==> src/rtl/ps2_vp_keyboard.sv <==
// PS/2 set-2 keyboard receiver presenting a pressed-key table as the Videopac 6x8 active-low matrix.
// Optional build macro PS2_PARITY_CHECK_EN: drop bad-parity frames instead of accepting them.
module ps2_vp_keyboard #(
    parameter int TIMEOUT_CYCLES = 10000
) (
    input  logic        clk_i,
    input  logic        res_n_i,
    input  logic        ps2_clk_i,
    input  logic        ps2_data_i,
    input  logic [6:1]  keyb_dec_i,
    output logic [14:7] keyb_enc_o,
    output logic [12:1] keyb_f_o,
    output logic [7:0]  scan_code_o,
    output logic        scan_valid_o,
    output logic        released_o,
    output logic        extended_o,
    output logic        parity_err_o
);
    localparam int TW = $clog2(TIMEOUT_CYCLES + 1);

    localparam logic [3:0] RX_IDLE   = 4'd0;
    localparam logic [3:0] RX_PARITY = 4'd9;
    localparam logic [3:0] RX_STOP   = 4'd10;

    localparam logic [7:0] CODE_REL = 8'hF0;
    localparam logic [7:0] CODE_EXT = 8'hE0;

    logic          ps2_clk_meta_reg, ps2_clk_sync_reg, ps2_clk_prev_reg;
    logic          ps2_data_meta_reg, ps2_data_sync_reg;
    logic [3:0]    bit_cnt_reg;
    logic [7:0]    shift_reg;
    logic          parity_reg;
    logic [TW-1:0] timer_reg;
    logic [7:0]    scan_code_reg;
    logic          scan_valid_reg, parity_err_reg, apply_reg;
    logic          released_reg, extended_reg;
    logic          pend_rel_reg, pend_ext_reg;
    logic [47:0]   key_reg;
    logic [12:1]   f_reg;

    logic          fall_edge, frame_ok, frame_accept, parity_bad;
    logic [6:0]    km;
    logic [3:0]    fm;
    logic          key_hit, f_hit;

    // Returns {hit, row*8+col} for the matrix position of a set-2 code.
    function automatic logic [6:0] key_map(input logic [7:0] code);
        case (code)
            8'h45, 8'h70: key_map = {1'b1, 6'd0};
            8'h16, 8'h69: key_map = {1'b1, 6'd1};
            8'h1E, 8'h72: key_map = {1'b1, 6'd2};
            8'h26, 8'h7A: key_map = {1'b1, 6'd3};
            8'h25, 8'h6B: key_map = {1'b1, 6'd4};
            8'h2E, 8'h73: key_map = {1'b1, 6'd5};
            8'h36, 8'h74: key_map = {1'b1, 6'd6};
            8'h3D, 8'h6C: key_map = {1'b1, 6'd7};
            8'h3E, 8'h75: key_map = {1'b1, 6'd8};
            8'h46, 8'h7D: key_map = {1'b1, 6'd9};
            8'h29:        key_map = {1'b1, 6'd12};
            8'h4A:        key_map = {1'b1, 6'd13};
            8'h4B:        key_map = {1'b1, 6'd14};
            8'h4D:        key_map = {1'b1, 6'd15};
            8'h79:        key_map = {1'b1, 6'd16};
            8'h1D:        key_map = {1'b1, 6'd17};
            8'h24:        key_map = {1'b1, 6'd18};
            8'h2D:        key_map = {1'b1, 6'd19};
            8'h2C:        key_map = {1'b1, 6'd20};
            8'h3C:        key_map = {1'b1, 6'd21};
            8'h43:        key_map = {1'b1, 6'd22};
            8'h44:        key_map = {1'b1, 6'd23};
            8'h15:        key_map = {1'b1, 6'd24};
            8'h1B:        key_map = {1'b1, 6'd25};
            8'h23:        key_map = {1'b1, 6'd26};
            8'h2B:        key_map = {1'b1, 6'd27};
            8'h34:        key_map = {1'b1, 6'd28};
            8'h33:        key_map = {1'b1, 6'd29};
            8'h3B:        key_map = {1'b1, 6'd30};
            8'h42:        key_map = {1'b1, 6'd31};
            8'h1C:        key_map = {1'b1, 6'd32};
            8'h1A:        key_map = {1'b1, 6'd33};
            8'h22:        key_map = {1'b1, 6'd34};
            8'h21:        key_map = {1'b1, 6'd35};
            8'h2A:        key_map = {1'b1, 6'd36};
            8'h32:        key_map = {1'b1, 6'd37};
            8'h3A:        key_map = {1'b1, 6'd38};
            8'h49:        key_map = {1'b1, 6'd39};
            8'h7B, 8'h4E: key_map = {1'b1, 6'd40};
            8'h7C:        key_map = {1'b1, 6'd41};
            8'h55:        key_map = {1'b1, 6'd43};
            8'h35:        key_map = {1'b1, 6'd44};
            8'h76:        key_map = {1'b1, 6'd45};
            8'h66:        key_map = {1'b1, 6'd46};
            8'h5A:        key_map = {1'b1, 6'd47};
            default:      key_map = 7'd0;
        endcase
    endfunction

    function automatic logic [3:0] f_map(input logic [7:0] code);
        case (code)
            8'h05:   f_map = 4'd1;
            8'h06:   f_map = 4'd2;
            8'h04:   f_map = 4'd3;
            8'h0C:   f_map = 4'd4;
            8'h03:   f_map = 4'd5;
            8'h0B:   f_map = 4'd6;
            8'h83:   f_map = 4'd7;
            8'h0A:   f_map = 4'd8;
            8'h01:   f_map = 4'd9;
            8'h09:   f_map = 4'd10;
            8'h78:   f_map = 4'd11;
            8'h07:   f_map = 4'd12;
            default: f_map = 4'd0;
        endcase
    endfunction

    assign fall_edge  = ps2_clk_prev_reg & ~ps2_clk_sync_reg;
    assign frame_ok   = fall_edge && (bit_cnt_reg == RX_STOP) && ps2_data_sync_reg;
    assign parity_bad = ~^{shift_reg, parity_reg};
`ifdef PS2_PARITY_CHECK_EN
    assign frame_accept = frame_ok && !parity_bad;
`else
    assign frame_accept = frame_ok;
`endif

    // Extended codes leave the matrix alone except keypad ENTER (E0 5A).
    always_comb begin
        km      = key_map(scan_code_reg);
        fm      = f_map(scan_code_reg);
        key_hit = km[6] && (!extended_reg || scan_code_reg == 8'h5A);
        f_hit   = (fm != 4'd0) && !extended_reg;
    end

    always_ff @(posedge clk_i or negedge res_n_i) begin
        if (!res_n_i) begin
            ps2_clk_meta_reg  <= 1'b1;
            ps2_clk_sync_reg  <= 1'b1;
            ps2_clk_prev_reg  <= 1'b1;
            ps2_data_meta_reg <= 1'b1;
            ps2_data_sync_reg <= 1'b1;
            bit_cnt_reg       <= RX_IDLE;
            shift_reg         <= 8'h00;
            parity_reg        <= 1'b0;
            timer_reg         <= '0;
            scan_code_reg     <= 8'h00;
            scan_valid_reg    <= 1'b0;
            parity_err_reg    <= 1'b0;
            apply_reg         <= 1'b0;
            released_reg      <= 1'b0;
            extended_reg      <= 1'b0;
            pend_rel_reg      <= 1'b0;
            pend_ext_reg      <= 1'b0;
            key_reg           <= '0;
            f_reg             <= '0;
        end else begin
            ps2_clk_meta_reg  <= ps2_clk_i;
            ps2_clk_sync_reg  <= ps2_clk_meta_reg;
            ps2_clk_prev_reg  <= ps2_clk_sync_reg;
            ps2_data_meta_reg <= ps2_data_i;
            ps2_data_sync_reg <= ps2_data_meta_reg;
            scan_valid_reg    <= 1'b0;
            parity_err_reg    <= 1'b0;
            apply_reg         <= 1'b0;

            if (fall_edge) begin
                timer_reg <= '0;
                case (bit_cnt_reg)
                    RX_IDLE: begin
                        if (!ps2_data_sync_reg)
                            bit_cnt_reg <= 4'd1;
                    end
                    RX_PARITY: begin
                        parity_reg  <= ps2_data_sync_reg;
                        bit_cnt_reg <= RX_STOP;
                    end
                    RX_STOP: bit_cnt_reg <= RX_IDLE;
                    default: begin
                        shift_reg   <= {ps2_data_sync_reg, shift_reg[7:1]};
                        bit_cnt_reg <= bit_cnt_reg + 4'd1;
                    end
                endcase
            end else if (bit_cnt_reg != RX_IDLE) begin
                if (timer_reg == TW'(TIMEOUT_CYCLES - 1)) begin
                    bit_cnt_reg <= RX_IDLE;
                    timer_reg   <= '0;
                end else begin
                    timer_reg <= timer_reg + 1'b1;
                end
            end

            if (frame_ok)
                parity_err_reg <= parity_bad;

            if (frame_accept) begin
                scan_valid_reg <= 1'b1;
                scan_code_reg  <= shift_reg;
                if (shift_reg == CODE_REL) begin
                    pend_rel_reg <= 1'b1;
                end else if (shift_reg == CODE_EXT) begin
                    pend_ext_reg <= 1'b1;
                end else begin
                    released_reg <= pend_rel_reg;
                    extended_reg <= pend_ext_reg;
                    pend_rel_reg <= 1'b0;
                    pend_ext_reg <= 1'b0;
                    apply_reg    <= 1'b1;
                end
            end

            // Table update trails the strobe by one cycle, using the registered code and flags.
            if (apply_reg) begin
                if (key_hit)
                    key_reg[km[5:0]] <= !released_reg;
                if (f_hit) begin
                    for (int i = 1; i <= 12; i++)
                        if (fm == 4'(i))
                            f_reg[i] <= !released_reg;
                end
            end
        end
    end

    genvar gi;
    generate
        for (gi = 0; gi < 8; gi++) begin : g_col
            assign keyb_enc_o[gi+7] = ~|(~keyb_dec_i & {key_reg[40+gi], key_reg[32+gi], key_reg[24+gi],
                                                        key_reg[16+gi], key_reg[8+gi],  key_reg[gi]});
        end
    endgenerate

    assign keyb_f_o     = f_reg;
    assign scan_code_o  = scan_code_reg;
    assign scan_valid_o = scan_valid_reg;
    assign released_o   = released_reg;
    assign extended_o   = extended_reg;
    assign parity_err_o = parity_err_reg;

endmodule

==> config.mk <==
export PLATFORM = sky130hd
export DESIGN_NAME = ps2_vp_keyboard
export DESIGN_NICKNAME = d
export VERILOG_FILES = /design/src/rtl/ps2_vp_keyboard.sv
export SDC_FILE = /design/constraint.sdc
export NUM_CORES = 1
export LEC_CHECK = 0
export ABC_AREA = 1
export CORE_MARGIN = 2
export CORE_UTILIZATION = 40
export DETAILED_ROUTE_END_ITERATION = 16
export PLACE_DENSITY_LB_ADDON = 0.05
export SETUP_SLACK_MARGIN = 0.3
export SYNTH_ARGS = -nofsm -noshare
export SYNTH_HDL_FRONTEND = slang
export SYNTH_SLANG_ARGS = --single-unit
==> constraint.sdc <==
create_clock -name clk_i -period 7.2 [get_ports clk_i]
set_input_delay 1.44 -clock clk_i [delete_from_list [all_inputs] [get_ports clk_i]]
set_output_delay 1.44 -clock clk_i [all_outputs]
set_load 0.03 [all_outputs]
Word-level counts from Yosys, hierarchy flattened --
Memories as Yosys holds them, arrays and structs flattened. Cells that the tools add are included.
Storage, ports and cells: flip-flop bits (word level) 107, bits in read-only memories 896, input bits 10, output and inout bits 32, word-level logic and storage cells 152, memories kept 1
Cells by class: add/sub/neg operators 2, magnitude comparators 2, equal/unequal tests 32, multiplexer cells 21, bitwise logic cells 14, reduce and logical (&&, ||, !) cells 50
Memory list:
- (name not given) | depth 128, bits a word 7, rd ports 1, clocked after Yosys merged registers in 0, wr ports 0, line 48 | case (code)
Operator list (count):
- 6-bit bitwise AND | 8
- 48-bit bitwise mux | 1
- 4-bit case mux with 12 select lines | 1
- 6-bit OR reduction | 8
- 14-bit 2-to-1 mux | 3
- 3-bit AND reduction | 14
- 8-bit by 3-bit == test with 1-bit output, second input constant | 4
- 8-bit by 4-bit == test with 1-bit output, second input constant | 4
- 4-bit == test, second input constant | 7
- 8-bit == test, second input constant | 3
- 4-bit by 3-bit == test with 1-bit output, second input constant | 4
- 8-bit by 7-bit == test with 1-bit output, second input constant | 2
- 4-bit 2-to-1 mux | 4
- 14-bit by 1-bit adder with 14-bit output, second input constant | 1
- 14-bit == test, second input constant | 1
- 4-bit case mux with 3 select lines | 1
- 1-bit logical NOT | 10
- 2-bit AND reduction | 5
- 1-bit 2-to-1 mux | 9
- 9-bit XNOR reduction | 1
- 4-bit by 2-bit == test with 1-bit output, second input constant | 2
- 8-bit by 1-bit == test with 1-bit output, second input constant | 1
- 8-bit by 2-bit == test with 1-bit output, second input constant | 1
- 4-bit nonzero test | 2
- other kinds (16) | 24

Logic depth before layout (Yosys ltp) --
An unclocked memory read counts as a cell.
depth in word-level cells 7, depth in mapped cells 17, depth with buffers taken out 16

Worst setup path after synthesis --
No wires, ideal clock.
path type input port to output port, start point in keyb_dec_i[3] (netlist name), end point out keyb_enc_o[8] (netlist name), arrival 2487 ps, required time 5760 ps, path slack 3273 ps, stages 3, path buffers 1, path through clkbuf_1 -> o22ai_1 -> nor3_1
On the way: cells in the longest elaborated chain, start to end 4
RTL lines:
- from (decl) | line 10 | input logic [6:1] keyb_dec_i,
- 6-bit NOT | line 225 | assign keyb_enc_o[gi+7] = ~|(~keyb_dec_i & {key_reg[40+gi], key_reg[32+gi], key_reg[24+gi],
- 6-bit bitwise AND | line 225
- 6-bit OR reduction | line 225
- 1-bit logical NOT | line 225
- to (decl) | line 11 | output logic [14:7] keyb_enc_o,
No other way between the ends.

Final worst setup path --
start point in keyb_dec_i[6] (netlist name), end point out keyb_enc_o[13] (netlist name)
Same word-level chain as after synthesis.

==> run_results.csv <==
group,metric,value,unit
final_layout,nNetsFinal,988,
final_layout,fin_util,45.6,%
run,maxCapViolCount,0,
drt,firstDrtPassIters,5,
timing,hold_violations,0,
outcome,status,"finished clean",
global_routing,grt-ovfl-total,0,
critical_path,cp.arrival,3370,ps
timing,rsz0062_at_grt,"false",
critical_path,path_delay_family,"buffers and inverters",
clocking,cts_resized,0,
timing,skew,8.63,ps
place,routabilityCongestion,0.902,
place,place_inst,1173,
drt,num_vias,6244,
synth,synth-edff-count,0,
place,post_dp_cell_area,7220,µm²
clocking,root_buffer,"clkbuf_16",
floorplanning,initial_core_util,40.8,%
clocking,post_cts_buffers,0,
floorplanning,core_area,16500,µm²
synth,ys_types,41,
power_and_ir_drop,power.density,236,nW/µm²
clocking,tritoncts,"yes",
final_layout,multi_input_area,3380,µm²
final_layout,nFillCells,1686,
critical_path,cp-end-kind,"output port",
final_layout,finalInstanceArea,7540,µm²
final_layout,largest_reg_flops,48,
timing,final-setup-viol-count,0,
drt,wl_per_cell,15.3,µm
global_routing,grt_start_max_net_pins,83,
critical_path,worstPathMaxFanout,8,
floorplanning,chipWidth,134,µm
clocking,holdBufCountCts,0,
hold_path,hp-class,"reg2reg",
global_routing,track_usage,21.2,%
synth,netlist_top_cells_area,"dfrtp_1, nand2_1, nand3_1",
timing,fin_tns_setup,0,ps
final_layout,antenna_cells,0,
timing,slew_viol_final,0,
drt,routed_via_density,5.25,
critical_path,crit_path_start_kind,"input pin",
clocking,path_clk_slew,80,ps
clocking,ctsHtreeMaxLevel,3,
critical_path,critical_path_class,"in2out",
timing,finalCritPeriodShare,66.8,%
timing,finalCriticalPeriod,4810,ps
drt,drc_errors,0,
critical_path,cpMostUsedCell,"clkdlybuf4s50_1",
floorplanning,design.die.area,17900,µm²
synth,synth_top_cell_area_share,37.9,%
drt,drtAntennaViolNets,0,
synth,synth_cells,952,
timing,worstMarginPinSlew,843,ps
synth,synth_top_area_cell,"dfrtp_1",
floorplanning,io_pins,42,
clocking,numClockSinks,107,
synth,ys.flop_type,"dfrtp_1",
floorplanning,die_h,134,µm
synth,synth_nets,976,
global_routing,antenna_found_initial,0,
power_and_ir_drop,leakage,3.45,nW
final_layout,instances_no_fill,1189,
synth,ys_ff_latch,107,
synth,postSynthAreaPerCell,7.07,µm²
critical_path,crit_buf_inv,2,
timing,fmax,208,MHz
drt,drt-initial-drc-count,516,
floorplanning,rows,47,
critical_path,crit_chain,"clkdlybuf4s50_1 -> o22ai_1 -> nor3_1 -> clkdlybuf4s50_1",
final_layout,seqCellArea,2680,µm²
critical_path,cp_slowest_cell,"clkdlybuf4s50_1",
synth,ys_warn_count,0,
global_routing,grt_pass1_vias,5756,
drt,wl,18.2,mm
global_routing,grt_first_pass_wirelength,30.4,mm
final_layout,area_growth,12.0,%
power_and_ir_drop,vdd_drop_max,158,µV
final_layout,drive_above_1_share,7.12,%
place,place_hpwl,12.5,mm
timing,slew-limit-headroom,43.6,%
clocking,clock_path_buffers,2,
clocking,cts_buffers,9,
critical_path,slowest_delay,740,ps
place,io_buffers,41,
synth,postSynth.asyncResetShare,100,%
synth,ys_seq_area_share,39.9,%
critical_path,required,5760,ps
synth,syn_area,6730,µm²
clocking,clk_latency,360,ps
==> worst paths after layout <==
path | startpoint | end | slack [ps] | cells past startpoint
worst max-delay path | keyb_dec_i[6] | keyb_enc_o[13] | 2390 | 4
worst max register to register | scan_code_o[1]$_DFFE_PN0P_ | key_reg[38]$_DFFE_PN0P_ | 3690 | 14
worst min register to register | ps2_clk_meta_reg$_DFF_PN1_ | ps2_clk_sync_reg$_DFF_PN1_ | 360 | 0
worst min-delay path | ps2_clk_meta_reg$_DFF_PN1_ | ps2_clk_sync_reg$_DFF_PN1_ | 360 | 0
min in group asynchronous | res_n_i | key_reg[13]$_DFFE_PN0P_ | 1110 | 1
max in group asynchronous | res_n_i | timer_reg[3]$_DFFE_PN0P_ | 4890 | 2
==> kinds of logic after synthesis <==
family / after synthesis / share of synthesized area, %
flip-flops: 107 / 39.9
AND/OR/NAND/NOR: 558 / 37.5
multiplexers: 2 / 0.316
AO/OA/AOI/OAI: 101 / 8.45
XOR/XNOR: 10 / 1.30
buffers and inverters: 160 / 9.98
adder cells (fa/ha/maj): 14 / 2.60
==> metal layers <==
layer	vias up	global-route usage (%)	part of all wire, %
met1	2860	30.1	48
met2	194	32.6	45
li1	3156	-	-
met5	-	0	0
met4	0	7.15	2.4
met3	34	3.84	5.2
==> cells in the final DEF, fill, tap and decap left out, types with 2 or more instances in the layout <==
cell	count
nand2_1	282
nand3_1	107
inv_1	103
dfrtp_1	102
nor2_1	60
nand4_1	54
o21ai_0	40
clkdlybuf4s50_1	40
o22ai_1	26
nor3_1	18
a21oi_1	16
ha_1	14
nor2_2	13
inv_2	10
clkbuf_16	9
o21ai_1	8
nor2_4	7
xor2_1	6
nand2_2	6
buf_4	6
dfstp_2	5
xnor2_1	4
nor3b_1	4
nand3b_1	3
nor3_2	2
o211ai_1	2
o31ai_1	2
a211oi_1	2
inv_8	2
==> synthesized netlist by cell type, types with 2 or more instances <==
cell type    n
nor2_2      13
xor2_1       6
nand2_2      6
xnor2_1      4
nor2_4       7
dfstp_2      5
nand3_1    107
o211ai_1     2
a211oi_1     2
nor2_1      60
o31ai_1      2
o21ai_1      8
o21ai_0     40
dfrtp_1    102
ha_1        14
o22ai_1     26
inv_1      103
buf_4       11
a21oi_1     16
inv_2       10
clkbuf_1    15
nand4_1     54
nor3b_1      4
buf_2       17
nor3_1      19
nand2_1    282
nand3b_1     3
==> area by class of cell <==
class	count	area share, %
clock inverters	7	1.24
well taps	220	3.65
flip-flops and latches	107	35.6
clock buffers	9	2.99
multi-input cells	685	44.9
repair buffers	46	5.91
inverters	115	5.74
==> power by group <==
group / internal [mW] / switching, mW
combinational: 0.161 / 0.353
sequential: 0.653 / 0.0761
clock: 0.280 / 0.253
==> stage by stage <==
stage | hold WS, ps | total power, mW | setup WS, ps
after global placement | 346 | 1.25 | 2420
after global routing | 362 | 1.89 | 2330
final | 358 | 1.78 | 2390
after detailed placement | 348 | 1.25 | 2410
after CTS | 359 | 1.80 | 2400
after floorplan | 345 | 1.11 | 3270
Power figures use the tool's default switching activity.
